### src/rtl/sata_link_pkg.sv
// Shared SATA link-layer definitions: primitive dwords, primitive enum,
// receive FSM states, scrambler seed and the primitive decoder.
package sata_link_pkg;

  localparam logic [31:0] DW_ALIGN = 32'h7B4A4ABC;
  localparam logic [31:0] DW_CONT  = 32'h9999AA7C;
  localparam logic [31:0] DW_SOF   = 32'h3737B57C;
  localparam logic [31:0] DW_EOF   = 32'hD5D5B57C;
  localparam logic [31:0] DW_HOLD  = 32'hD5D5AA7C;
  localparam logic [31:0] DW_HOLDA = 32'h9595AA7C;
  localparam logic [31:0] DW_SYNC  = 32'hB5B5957C;
  localparam logic [31:0] DW_X_RDY = 32'h5757B57C;
  localparam logic [31:0] DW_R_RDY = 32'h4A4A957C;
  localparam logic [31:0] DW_R_IP  = 32'h5555B57C;
  localparam logic [31:0] DW_R_OK  = 32'h3535B57C;
  localparam logic [31:0] DW_R_ERR = 32'h5656B57C;
  localparam logic [31:0] DW_WTRM  = 32'h5858B57C;
  localparam logic [31:0] DW_DMAT  = 32'h3636B57C;

  localparam logic [3:0]  K_PRIM = 4'b0001;
  localparam logic [3:0]  K_DATA = 4'b0000;

  localparam logic [15:0] LFSR_SEED = 16'hF0F6;

  typedef enum logic [4:0] {
    PRIM_NONE,
    PRIM_ALIGN,
    PRIM_CONT,
    PRIM_SOF,
    PRIM_EOF,
    PRIM_HOLD,
    PRIM_HOLDA,
    PRIM_SYNC,
    PRIM_X_RDY,
    PRIM_R_RDY,
    PRIM_R_IP,
    PRIM_R_OK,
    PRIM_R_ERR,
    PRIM_WTRM,
    PRIM_DMAT,
    PRIM_UNKNOWN
  } prim_e;

  typedef enum logic [0:0] {
    ST_IDLE,
    ST_REPEAT
  } rx_state_e;

  function automatic prim_e decode_prim(input logic [31:0] dw);
    prim_e p;
    case (dw)
      DW_ALIGN: p = PRIM_ALIGN;
      DW_CONT:  p = PRIM_CONT;
      DW_SOF:   p = PRIM_SOF;
      DW_EOF:   p = PRIM_EOF;
      DW_HOLD:  p = PRIM_HOLD;
      DW_HOLDA: p = PRIM_HOLDA;
      DW_SYNC:  p = PRIM_SYNC;
      DW_X_RDY: p = PRIM_X_RDY;
      DW_R_RDY: p = PRIM_R_RDY;
      DW_R_IP:  p = PRIM_R_IP;
      DW_R_OK:  p = PRIM_R_OK;
      DW_R_ERR: p = PRIM_R_ERR;
      DW_WTRM:  p = PRIM_WTRM;
      DW_DMAT:  p = PRIM_DMAT;
      default:  p = PRIM_UNKNOWN;
    endcase
    return p;
  endfunction

endpackage

### src/rtl/link_rx_descrambler_if.sv
// PHY-side dword stream in, classified primitive/data stream out.
// No backpressure: every val_in dword is consumed in the cycle it is valid.
interface link_rx_descrambler_if;
  import sata_link_pkg::*;

  logic        val_in;
  logic [31:0] data_in;
  logic [3:0]  charisk_in;

  logic        prim_val;
  prim_e       prim_code;
  logic        data_val;
  logic [31:0] data_out;
  logic        sof;
  logic        eof;
  logic        in_frame;
  logic        err;
  rx_state_e   dbg_state;

  modport slave (
    input  val_in, data_in, charisk_in,
    output prim_val, prim_code, data_val, data_out,
    output sof, eof, in_frame, err, dbg_state
  );

  modport master (
    output val_in, data_in, charisk_in,
    input  prim_val, prim_code, data_val, data_out,
    input  sof, eof, in_frame, err, dbg_state
  );
endinterface

### src/rtl/link_lfsr_step.sv
// One dword step of the SATA scrambler, x^16+x^15+x^13+x^4+1.
// The state is the last 16 sequence bits, oldest in bit 0; the mask is the next 32.
module link_lfsr_step (
  input  logic [15:0] i_state,
  output logic [31:0] o_mask,
  output logic [15:0] o_next_state
);

  logic [47:0] w_seq;

  always_comb begin
    w_seq = {32'h0, i_state};
    for (int n = 16; n < 48; n++) begin
      w_seq[n] = w_seq[n-1] ^ w_seq[n-3] ^ w_seq[n-12] ^ w_seq[n-16];
    end
  end

  // The newest 16 bits of this dword's mask carry the sequence into the next dword.
  assign o_mask       = w_seq[47:16];
  assign o_next_state = w_seq[47:32];

endmodule

### src/rtl/link_rx_descrambler.sv
// SATA link receive front end: primitive classification, CONT expansion,
// SOF/EOF framing and data descrambling, all outputs registered.
module link_rx_descrambler
  import sata_link_pkg::*;
#(
  parameter int DATA_BYTE_WIDTH = 4
) (
  input logic                  clk,
  input logic                  rst,
  link_rx_descrambler_if.slave link
);

  if (DATA_BYTE_WIDTH != 4) begin : g_width_check
    $error("link_rx_descrambler: only DATA_BYTE_WIDTH=4 is supported");
  end

  rx_state_e   r_state,     w_state_nxt;
  prim_e       r_last_prim, w_last_prim_nxt;
  logic        r_last_vld,  w_last_vld_nxt;
  logic        r_in_frame,  w_in_frame_nxt;
  logic [15:0] r_lfsr,      w_lfsr_nxt;

  logic        r_prim_val,  w_prim_val_nxt;
  prim_e       r_prim_code, w_prim_code_nxt;
  logic        r_data_val,  w_data_val_nxt;
  logic [31:0] r_data_out,  w_data_out_nxt;
  logic        r_sof,       w_sof_nxt;
  logic        r_eof,       w_eof_nxt;
  logic        r_err,       w_err_nxt;

  logic [31:0] w_mask;
  logic [15:0] w_lfsr_adv;
  logic        w_is_prim;
  logic        w_is_data;
  prim_e       w_code;

  link_lfsr_step u_lfsr_step (
    .i_state      (r_lfsr),
    .o_mask       (w_mask),
    .o_next_state (w_lfsr_adv)
  );

  assign w_is_prim = (link.charisk_in == K_PRIM);
  assign w_is_data = (link.charisk_in == K_DATA);
  assign w_code    = decode_prim(link.data_in);

  always_comb begin
    w_state_nxt     = r_state;
    w_last_prim_nxt = r_last_prim;
    w_last_vld_nxt  = r_last_vld;
    w_in_frame_nxt  = r_in_frame;
    w_lfsr_nxt      = r_lfsr;
    w_prim_val_nxt  = 1'b0;
    w_prim_code_nxt = PRIM_NONE;
    w_data_val_nxt  = 1'b0;
    w_data_out_nxt  = r_data_out;
    w_sof_nxt       = 1'b0;
    w_eof_nxt       = 1'b0;
    w_err_nxt       = 1'b0;

    if (link.val_in) begin
      if (w_is_prim) begin
        case (w_code)
          PRIM_ALIGN: begin
          end
          PRIM_CONT: begin
            // REPEAT implies last_prim is valid, so one test covers both states.
            if (r_last_vld) begin
              w_state_nxt     = ST_REPEAT;
              w_prim_val_nxt  = 1'b1;
              w_prim_code_nxt = r_last_prim;
            end else begin
              w_err_nxt = 1'b1;
            end
          end
          default: begin
            w_prim_val_nxt  = 1'b1;
            w_prim_code_nxt = w_code;
            w_last_prim_nxt = w_code;
            w_last_vld_nxt  = 1'b1;
            w_state_nxt     = ST_IDLE;
            if (w_code == PRIM_UNKNOWN) begin
              w_err_nxt = 1'b1;
            end
            if (w_code == PRIM_SOF) begin
              w_lfsr_nxt     = LFSR_SEED;
              w_in_frame_nxt = 1'b1;
              w_sof_nxt      = 1'b1;
              w_err_nxt      = r_in_frame;
            end
            if (w_code == PRIM_EOF) begin
              if (r_in_frame) begin
                w_in_frame_nxt = 1'b0;
                w_eof_nxt      = 1'b1;
              end else begin
                w_err_nxt = 1'b1;
              end
            end
            if (w_code == PRIM_SYNC && r_in_frame) begin
              w_in_frame_nxt = 1'b0;
              w_err_nxt      = 1'b1;
            end
          end
        endcase
      end else if (w_is_data) begin
        if (r_state == ST_REPEAT) begin
          w_prim_val_nxt  = 1'b1;
          w_prim_code_nxt = r_last_prim;
        end else if (r_in_frame) begin
          w_data_val_nxt = 1'b1;
          w_data_out_nxt = link.data_in ^ w_mask;
          w_lfsr_nxt     = w_lfsr_adv;
        end else begin
          w_err_nxt = 1'b1;
        end
      end else begin
        w_err_nxt = 1'b1;
      end
    end
  end

  always_ff @(posedge clk) begin
    if (rst) begin
      r_state     <= ST_IDLE;
      r_last_prim <= PRIM_NONE;
      r_last_vld  <= 1'b0;
      r_in_frame  <= 1'b0;
      r_lfsr      <= LFSR_SEED;
      r_prim_val  <= 1'b0;
      r_prim_code <= PRIM_NONE;
      r_data_val  <= 1'b0;
      r_data_out  <= 32'h0;
      r_sof       <= 1'b0;
      r_eof       <= 1'b0;
      r_err       <= 1'b0;
    end else begin
      r_state     <= w_state_nxt;
      r_last_prim <= w_last_prim_nxt;
      r_last_vld  <= w_last_vld_nxt;
      r_in_frame  <= w_in_frame_nxt;
      r_lfsr      <= w_lfsr_nxt;
      r_prim_val  <= w_prim_val_nxt;
      r_prim_code <= w_prim_code_nxt;
      r_data_val  <= w_data_val_nxt;
      r_data_out  <= w_data_out_nxt;
      r_sof       <= w_sof_nxt;
      r_eof       <= w_eof_nxt;
      r_err       <= w_err_nxt;
    end
  end

  assign link.prim_val  = r_prim_val;
  assign link.prim_code = r_prim_code;
  assign link.data_val  = r_data_val;
  assign link.data_out  = r_data_out;
  assign link.sof       = r_sof;
  assign link.eof       = r_eof;
  assign link.in_frame  = r_in_frame;
  assign link.err       = r_err;
  assign link.dbg_state = r_state;

endmodule

### src/flat_wrapper.sv
// flat-port wrapper written by rule: the top's interface ports become plain ports
module link_rx_descrambler_flat import sata_link_pkg::*;
#(
  parameter int DATA_BYTE_WIDTH = 4
)
  (clk, rst, link_val_in, link_data_in, link_charisk_in, link_prim_val, link_prim_code, link_data_val, link_data_out, link_sof, link_eof, link_in_frame, link_err, link_dbg_state);
  link_rx_descrambler_if link_i ();
  input logic clk;
  input logic rst;
  input wire logic [$bits(link_i.val_in)-1:0] link_val_in;
  input wire logic [$bits(link_i.data_in)-1:0] link_data_in;
  input wire logic [$bits(link_i.charisk_in)-1:0] link_charisk_in;
  output wire logic [$bits(link_i.prim_val)-1:0] link_prim_val;
  output wire logic [$bits(link_i.prim_code)-1:0] link_prim_code;
  output wire logic [$bits(link_i.data_val)-1:0] link_data_val;
  output wire logic [$bits(link_i.data_out)-1:0] link_data_out;
  output wire logic [$bits(link_i.sof)-1:0] link_sof;
  output wire logic [$bits(link_i.eof)-1:0] link_eof;
  output wire logic [$bits(link_i.in_frame)-1:0] link_in_frame;
  output wire logic [$bits(link_i.err)-1:0] link_err;
  output wire logic [$bits(link_i.dbg_state)-1:0] link_dbg_state;
  assign link_i.val_in = link_val_in;
  assign link_i.data_in = link_data_in;
  assign link_i.charisk_in = link_charisk_in;
  assign link_prim_val = link_i.prim_val;
  assign link_prim_code = link_i.prim_code;
  assign link_data_val = link_i.data_val;
  assign link_data_out = link_i.data_out;
  assign link_sof = link_i.sof;
  assign link_eof = link_i.eof;
  assign link_in_frame = link_i.in_frame;
  assign link_err = link_i.err;
  assign link_dbg_state = link_i.dbg_state;
  link_rx_descrambler #(.DATA_BYTE_WIDTH(DATA_BYTE_WIDTH)) u_core (.clk(clk), .rst(rst), .link(link_i));
endmodule
### config.mk
export PLATFORM = sky130hd
export DESIGN_NAME = link_rx_descrambler_flat
export DESIGN_NICKNAME = d
export VERILOG_FILES = /design/src/rtl/sata_link_pkg.sv /design/src/rtl/link_rx_descrambler_if.sv /design/src/rtl/link_lfsr_step.sv /design/src/rtl/link_rx_descrambler.sv /design/src/flat_wrapper.sv
export SDC_FILE = /design/constraint.sdc
export NUM_CORES = 1
export LEC_CHECK = 0
export CAP_MARGIN = 15
export CORE_MARGIN = 5
export CORE_UTILIZATION = 30
export CTS_BUF_LIST = sky130_fd_sc_hd__clkbuf_8
export DETAILED_ROUTE_END_ITERATION = 8
export GPL_TIMING_DRIVEN = 0
export SLEW_MARGIN = 20
export SYNTH_ARGS = -nofsm -noshare
export SYNTH_HDL_FRONTEND = slang
export SYNTH_SLANG_ARGS = --single-unit
### constraint.sdc
create_clock -name clk -period 4.75 [get_ports clk]
set_input_delay 1.1875 -clock clk [delete_from_list [all_inputs] [get_ports clk]]
set_output_delay 1.1875 -clock clk [all_outputs]
set_load 0.005 [all_outputs]
==> results of run 1 <==
## kinds of logic after synthesis
group / share of synthesized area [%]
and+or+nand+nor: 18.81
AOI/OAI and AO/OA: 10.55
DFF: 27.02
buffers and inverters: 3.087
xor gates and xnor gates: 40.45
other: 0.07908
## routing by layer
layer  vias up  part of all wire (%)  GRT usage (%)  wire, um
met4         0                   1.0          3.415       147
met1      1917                    47          22.49      6899
li1       1937                     -              -         -
met5         -                     0              0         0
met2       138                    46          24.72      6704
met3        15                   6.2          3.009       904
## synth_stat cells (2+ instances only)
cell type and number:
and2_1 2, o22ai_1 4, clkbuf_1 21, nor4bb_1 3, buf_2 3, o32ai_1 2, a22oi_1 4, a32oi_1 3
or3_1 4, a31oi_1 2, nand4bb_1 2, xnor2_2 7, nor4_1 5, or4_1 2, nand3_1 10, or4bb_1 2
xor2_2 2, a21o_1 2, xnor3_2 8, dfxtp_1 64, o21a_1 2, nor2_1 53, xnor2_1 72, nor3_1 11
and4_1 4, xnor3_1 20, nand4_1 4, xor3_1 6, o21ai_0 10, inv_1 3, nand3b_1 3, buf_4 3
or2_1 2, xor3_2 2, buf_1 2, nand2_1 74, xor2_1 32, a211oi_1 10, a21oi_1 26
## cell type report
cell class / instances / share of cell area [%]
Buffer: 30 / 2.324
Multi-Input combinational cell: 415 / 55.32
Timing Repair Buffer: 77 / 12.78
Sequential cell: 64 / 21.25
Clock buffer: 10 / 2.283
Tap cell: 216 / 4.482
Clock inverter: 6 / 1.370
Inverter: 3 / 0.1868
## how the worst max path moves through the flow
| stage | start | endpoint | slack, ps | depth (start not counted) |
|---|---|---|---|---|
| final | u_core.r_lfsr[6]$_SDFFE_PP1P_ | u_core.link.data_out[30]$_SDFFE_PP0P_ | 140 | 11 |
| after global routing | u_core.r_lfsr[6]$_SDFFE_PP1P_ | u_core.link.data_out[30]$_SDFFE_PP0P_ | 0.7 | 11 |
| after CTS | link_data_in[15] | u_core.link.data_out[29]$_SDFFE_PP0P_ | 20 | 12 |
| after detailed placement | link_data_in[7] | u_core.link.data_out[1]$_SDFFE_PP0P_ | -660 | 11 |
| after global placement | link_data_in[15] | u_core.link.data_out[25]$_SDFFE_PP0P_ | -590 | 11 |
| after floorplan | u_core.r_lfsr[15]$_SDFFE_PP1P_ | u_core.link.data_out[22]$_SDFFE_PP0P_ | 680 | 11 |
## state kept, by name (all words and copies together), names as in the netlist
name                   count
u_core.link.data_val       1
u_core.link.sof            1
u_core.link.in_frame       1
u_core.r_last_prim         4
u_core.link.prim_code      4
u_core.link.err            1
u_core.link.data_out      32
u_core.link.prim_val       1
u_core.r_lfsr             16
u_core.link.eof            1
u_core.link.dbg_state      1
u_core.r_last_vld          1
## worst max-delay path: stages (launching register included)
cell and delay, ps:
dfxtp_1 310, clkbuf_1 390, xnor3_2 400, xnor2_2 400, xnor2_2 190, xnor3_2 500
xnor3_2 510, xnor3_2 550, xnor2_4 340, xnor3_1 510, xor2_1 180, a211oi_2 220
## power breakdown
part	leakage [nW]	switching (W)	internal (W)
Clock	0.112	0.000227	0.000307
Combinational	1.65	0.0000513	0.0000463
Sequential	0.516	0.000000827	0.000538
Total	2.28	0.000279	0.000891
## timing repair
item | in CTS | in global routing
endpoints found under the hold margin | 0 | 0
pin swaps | 0 | 0
endpoints found under the setup margin | 22 | 38
resized for setup | 4 | 4
setup buffers | 0 | 0
## per-stage QoR
step	instance area, um^2	std cells	util, %	total power (W)
floorplan	4742	512	-	0.0005891
global placement	5783	805	36.81	0.0006463
detailed placement	5783	805	36.81	0.0006468
CTS	6008	821	38.24	0.001178
global route	6030	821	38.37	0.001205
finish	6030	821	38.37	0.001170
==> flow_summary.ini, run 1 <==
[placement]
dp_slack_ps = -658.9
gp_congestion = 0.9172
dp_hpwl_mm = 11.77
port_buffers = 77

[logic_synthesis]
synthFlopType = dfxtp_1
synth_nets = 551
avgSynthCellArea_um2 = 9.262
synth_top_area_cell = dfxtp_1
yosysWarnings = 0
synth_edf_count = 0
yosysSeqAreaShare_pct = 27.02
synth_area_leaders = dfxtp_1, xnor2_1, xnor3_1
syn-cell-area_um2 = 4742
synthArstFlopShare_pct = 0
ys_ff_latch = 64
synth_top_area_share_pct = 27.02
synth_cells = 512
ys_types = 60

[clock_tree]
clk_latency_ps = 360
ctsHoldBuffers = 0
root_buffer = clkbuf_8
cts_tree = yes
cts_made_buffers = 9
htree_levels = 3
path_clk_slew_ps = 80
clock_sinks = 64
clockBufferDepth = 2

[critical_path]
worst_r2r_path_depth = 11
reg2reg_to = u_core.link.data_out[30]$_SDFFE_PP0P_
crit_type = reg2reg
r2r_start = u_core.r_lfsr[6]$_SDFFE_PP1P_
reg2reg_slack_ps = 140
cp.required_ps = 5030
path_max_fanout = 7
cp-end-kind = flop
start_kind = flop
worstPathArrival_ps = 4890

[finish]
finalNetCount = 639
regArea_um2 = 1281
num-fill-cells = 1598
areaGrowthSynthToFinish_pct = 27.15
antenna-diode-count = 0
layout-drive-gt1-share_pct = 8.926
layout_common_cells = clkdlybuf4s50_1, nand2_1, xnor2_1
layout_commonest_cell = clkdlybuf4s50_1
multi_input_area_um2 = 3336

[timing]
post-route-min-period_ps = 4611
finalSetupViolCount = 0
relSlewSlack_pct = 36.37
tightest_slew_ps = 941.6
setup_ws_ps = 138.8
finalSetupTns_ps = 0
max_freq_mhz = 216.9
slew_viol_final = 0
period_share_pct = 97.08
worst_hold_slack_ps = 433.3
finalHoldViolations = 0
rsz0062_at_grt = no
fin_skew_ps = 14.86

[worst_hold_path]
hold_class = reg2reg
min-delay-start = u_core.r_last_prim[1]$_SDFFE_PP0P_
hold_end = u_core.link.prim_code[1]$_SDFF_PP0_
min_delay_path_depth = 2

[floorplan]
start_util_pct = 30.18
io_pins = 83
die_w_um = 135.7
dieHeight_um = 135.7
core_area_um2 = 15710
die_area_um2 = 18420
rows = 46

[route]
routed_wl_mm = 14.66
vias = 4007
drc_errors = 0
dr.pass1.iters = 6
ant_nets = 0
drtIter0Drc = 420
via_per_inst = 4.881
wl_per_cell_um = 17.85

[grt]
grt.total_usage_pct = 15.73
grt_pass1_wl_mm = 22.35
antenna_found_initial = 0
overflow = 0
grt_max_degree = 12
first_global_vias = 3953

[power_and_ir_drop]
p_leak_nw = 2.278
powerDensity_nw_per_um2 = 194.0
peakVddDrop_uv = 150.0

[run]
max_cap_viol_count = 0

[outcome]
status = finished clean
Note: power is estimated with default switching activity, not from simulation.
==> run 2, diff against run 1 <==
--- a/config.mk
+++ b/config.mk
@@ -9,6 +9,7 @@
 export CORE_MARGIN = 5
-export CORE_UTILIZATION = 30
+export CORE_UTILIZATION = 55
 export CTS_BUF_LIST = sky130_fd_sc_hd__clkbuf_8
 export DETAILED_ROUTE_END_ITERATION = 8
-export GPL_TIMING_DRIVEN = 0
+export GPL_TIMING_DRIVEN = 1
+export PLACE_DENSITY = 0.83
 export SLEW_MARGIN = 20
==> constraint.sdc (replaced) <==
create_clock -name clk -period 4.75 [get_ports clk]
set_input_delay 0.475 -clock clk [delete_from_list [all_inputs] [get_ports clk]]
set_output_delay 0.475 -clock clk [all_outputs]
set_load 0.005 [all_outputs]
==> flow_summary.ini, run 2 (synthesis results as in run 1) <==
[route]
ant_nets = 0
wl_per_cell_um = 19.54
drc_errors = 0
dr.pass1.iters = 5
via_per_inst = 5.737
drtIter0Drc = 428
vias = 3993
routed_wl_mm = 13.60

[clock_tree]
clockBufferDepth = 2
cts_made_buffers = 9
clk_latency_ps = 360
ctsHoldBuffers = 0
cts_setup_buffers = 0
cts_resized = 0
path_clk_slew_ps = 90
cts_tree = yes
clock_sinks = 64
root_buffer = clkbuf_8
htree_levels = 3

[timing]
tightest_slew_ps = 726.2
period_share_pct = 93.66
slew_viol_final = 0
relSlewSlack_pct = 51.24
worst_hold_slack_ps = 446.9
max_freq_mhz = 224.8
post-route-min-period_ps = 4449
finalHoldViolations = 0
finalSetupViolCount = 0
fin_skew_ps = 20.03
finalSetupTns_ps = 0
rsz0062_at_grt = no

[finish]
layout_commonest_cell = clkdlybuf4s50_1
num-fill-cells = 647
finalCoreUtilization_pct = 70.66
areaGrowthSynthToFinish_pct = 23.67
layout_common_cells = clkdlybuf4s50_1, nand2_1, xnor2_1
antenna-diode-count = 0
layout-drive-gt1-share_pct = 8.799
finalNetCount = 625
largest_reg_flops = 32

[grt]
antenna_found_initial = 0
grt_max_degree = 50
grt_pass1_wl_mm = 21.15
overflow = 0
first_global_vias = 3717
grt.total_usage_pct = 26.67

[critical_path]
crit_start = u_core.r_lfsr[9]$_SDFFE_PP0P_
crit_type = reg2reg
cp.required_ps = 4990
endpoint = u_core.link.data_out[22]$_SDFFE_PP0P_
cp-end-kind = flop
reg2reg_slack_ps = 300
path_max_fanout = 6
worstPathArrival_ps = 4690
worst_r2r_path_depth = 10
start_kind = flop
r2r_start = u_core.r_lfsr[9]$_SDFFE_PP0P_
reg2reg_to = u_core.link.data_out[22]$_SDFFE_PP0P_

[placement]
port_buffers = 81
dp_hpwl_mm = 10.94
gp_congestion = 0.9508

[power_and_ir_drop]
p_leak_nw = 2.267
powerDensity_nw_per_um2 = 193.0
p_comb_share_pct = 8.5
swShare_pct = 26.35
power.clock.fraction_pct = 43.9
p_int_w = 0.0008335
peakVddDrop_uv = 194.7
finalPower_w = 0.001132
power_frac_seq_pct = 47.6
switchingPower_w = 0.0002983

[floorplan]
die_area_um2 = 10580
start_util_pct = 57.14
core_area_um2 = 8299
rows = 33
dieHeight_um = 102.9
die_w_um = 102.9
io_pins = 83

[run]
max_cap_viol_count = 0

[outcome]
status = finished clean

[worst_hold_path]
hold_class = reg2reg
-- run 2: cell types whose count changed in the layout (fill, tap and decap cells not counted), moves of 3 or more --
| cell | delta |
|---|---|
| buf_2 | -5 |
| inv_6 | +3 |
| clkdlybuf4s50_1 | +4 |
| clkbuf_1 | -19 |
| buf_4 | +8 |
-- run 2: critical path, stage by stage, from the launching register on --
cell and delay (ps):
dfxtp_1 510, xor3_1 560, xnor3_1 500, xor2_1 180, xnor3_1 530, xnor3_2 450, xor2_1 460, xor3_2 510
xnor2_2 170, and4_1 200, a311o_1 260
-- run 2: worst min-delay path by stage --
stage | start | depth (start not counted) | slack [ps] | to
final | u_core.r_last_prim[0]$_SDFFE_PP0P_ | 2 | 450 | u_core.r_last_prim[0]$_SDFFE_PP0P_
after global routing | u_core.r_last_prim[3]$_SDFFE_PP0P_ | 2 | 460 | u_core.r_last_prim[3]$_SDFFE_PP0P_
after CTS | u_core.r_last_prim[3]$_SDFFE_PP0P_ | 2 | 450 | u_core.r_last_prim[3]$_SDFFE_PP0P_
after detailed placement | u_core.r_last_prim[3]$_SDFFE_PP0P_ | 2 | 440 | u_core.r_last_prim[3]$_SDFFE_PP0P_
after global placement | u_core.r_last_prim[0]$_SDFFE_PP0P_ | 2 | 430 | u_core.link.prim_code[0]$_SDFF_PP0_
after floorplan | u_core.r_last_prim[0]$_SDFFE_PP0P_ | 2 | 420 | u_core.link.prim_code[0]$_SDFF_PP0_
-- run 2: per-stage QoR --
stage | cell area (um^2) | std cells | setup slack, ps
final | 5864 | 696 | 301.1
after detailed placement | 5663 | 680 | 381.5
after floorplan | 4742 | 512 | 676.7
after CTS | 5864 | 696 | 346.5
after global placement | 5663 | 680 | 484.7
after global routing | 5864 | 696 | 124.2
-- run 2: metal layers --
layer / track usage [%] / part of all wire [%] / vias to the layer above
li1: - / - / 1920
met1: 39.29 / 45 / 1837
met2: 40.57 / 44 / 218
met3: 4.871 / 9.4 / 18
met4: 6.972 / 1.5 / 0
met5: 0 / 0 / -
-- run 2: final cells by class --
type                       instances  area (um^2)  area share [%]
clock inverter                     7        77.57           1.323
sequential                        64         1281           21.85
clock buffer                       9        123.9           2.112
inverter                           3        11.26          0.1920
timing repair buffer              93        913.4           15.58
tap                              105        131.4           2.240
multi-input combinational        415         3326           56.71
-- run 2: power by group through the flow --
stage | registers [W] | logic [W] | clock network, W
2_1_floorplan | 0.000551 | 0.0000379 | 0
3_3_place_gp | 0.000551 | 0.0000945 | 0
3_5_place_dp | 0.000551 | 0.0000945 | 0
4_1_cts | 0.000538 | 0.0000947 | 0.000502
5_1_grt | 0.000539 | 0.000102 | 0.000533
6_report | 0.000539 | 0.0000959 | 0.000497
==> run 3, diff against run 2 <==
Settings changed: CORE_UTILIZATION 55 to 54, CTS_BUF_LIST sky130_fd_sc_hd__clkbuf_8 to default, MAX_ROUTING_LAYER from default to met4, PLACE_DENSITY 0.83 to 0.81.
==> flow_summary.ini, run 3 (synthesis results as in run 1) <==
[timing]
fin_skew_ps = 16.16
post-route-min-period_ps = 4379
setup_ws_ps = 371.3
tightest_slew_ps = 689.6
finalSetupTns_ps = 0
period_share_pct = 92.18
finalSetupViolCount = 0
max_freq_mhz = 228.4
rsz0062_at_grt = no
slew_viol_final = 0
relSlewSlack_pct = 53.40
finalHoldViolations = 0

[grt]
first_global_vias = 3747
grt_pass1_wl_mm = 21.89
met1_usage_pct = 35.80
gr-usage-met2_pct = 39.80
grt_max_degree = 50
overflow = 0
use_met3_pct = 6.405
grt.total_usage_pct = 26.36
antenna_found_initial = 0
grt-busiest-layer = met2

[finish]
regArea_um2 = 1281
layout_common_cells = clkdlybuf4s50_1, nand2_1, xnor2_1
fin_area_um2 = 5869
finalNetCount = 625
finalCoreUtilization_pct = 67.97
largest_reg_flops = 32
layout-drive-gt1-share_pct = 8.799
multi_input_area_um2 = 3326
areaGrowthSynthToFinish_pct = 23.77
antenna-diode-count = 0
layout_commonest_cell = clkdlybuf4s50_1
num-fill-cells = 707

[clock_tree]
clock_sinks = 64
clk_latency_ps = 360
cts_setup_buffers = 0
clockBufferDepth = 2
htree_levels = 3
cts_resized = 0
ctsHoldBuffers = 0
cts_made_buffers = 9
cts_tree = yes
root_buffer = clkbuf_8
path_clk_slew_ps = 80

[floorplan]
io_pins = 83
die_w_um = 103.7
rows = 34
dieHeight_um = 103.7
die_area_um2 = 10760
core_area_um2 = 8636
start_util_pct = 54.91

[route]
dr.pass1.iters = 7
via_per_inst = 5.745
drc_errors = 0
wl_per_cell_um = 20.15
vias = 4016
drtIter0Drc = 320
ant_nets = 0
routed_wl_mm = 14.09

[critical_path]
start_kind = flop
path_max_fanout = 6
cp-end-kind = flop
worstPathArrival_ps = 4620
cp.required_ps = 5000
crit_type = reg2reg
worst_r2r_path_depth = 11

[outcome]
status = finished clean

[run]
max_cap_viol_count = 0

[placement]
placed_area_um2 = 5667
dp_slack_ps = 405.5
gp_congestion = 1.026
dp_hpwl_mm = 11.16
port_buffers = 81

[worst_hold_path]
min_delay_path_depth = 2
hold_class = reg2reg

[power_and_ir_drop]
finalPower_w = 0.001124
peakVddDrop_uv = 192.3
p_leak_nw = 2.270
powerDensity_nw_per_um2 = 191.5
## run 3: cell types whose count changed in the layout (fill, tap and decap cells not counted)
| cell | change |
|---|---|
| clkinv_4 | +2 |
| clkinvlp_4 | -1 |
| inv_6 | -1 |
## run 3: where the power goes
group,switching [W],total (W),internal (W)
Sequential,0.000000738,0.000539,0.000538
Clock,0.000241,0.000488,0.000248
Combinational,0.0000491,0.0000968,0.0000477
Total,0.000291,0.00112,0.000833
## run 3: layout make-up
| type | instances | area share, % |
|---|---|---|
| Clock buffer | 9 | 2.110 |
| Sequential cell | 64 | 21.83 |
| Inverter | 3 | 0.1919 |
| Tap cell | 108 | 2.302 |
| Timing Repair Buffer | 93 | 15.56 |
| Clock inverter | 7 | 1.343 |
| Multi-Input combinational cell | 415 | 56.66 |
## run 3: metrics by stage
stage / hold slack, ps / cells
after detailed placement: 430.4 / 683
final: 440.9 / 699
after CTS: 442.9 / 699
after global placement: 430.6 / 683
after global routing: 466.5 / 699
after floorplan: 422.7 / 512
## run 3: critical path, cell delays in order (launching register included)
cell and delay (ps):
dfxtp_1 520, xor3_1 480, xnor3_1 480, xnor3_1 590
xor2_1 190, buf_4 170, xnor3_1 400, xor2_2 260
xor3_2 540, xnor2_2 180, and4_1 200, a311o_1 260
## run 3: worst paths after layout
check                                                             end                          startpoint  slack (ps)
worst max-delay path            u_core.link.data_out[22]$_SDFFE_PP0P_      u_core.r_lfsr[13]$_SDFFE_PP1P_         370
worst min-delay path              u_core.link.prim_code[1]$_SDFF_PP0_  u_core.r_last_prim[1]$_SDFFE_PP0P_         440
worst max register to register  u_core.link.data_out[22]$_SDFFE_PP0P_      u_core.r_lfsr[13]$_SDFFE_PP1P_         370
worst min register to register    u_core.link.prim_code[1]$_SDFF_PP0_  u_core.r_last_prim[1]$_SDFFE_PP0P_         440
## run 3: layer usage
metal | part of all wire, % | wire, um
met1 | 45 | 6294
met2 | 45 | 6400
met3 | 8.2 | 1150
met4 | 1.7 | 240
met5 | 0 | 0
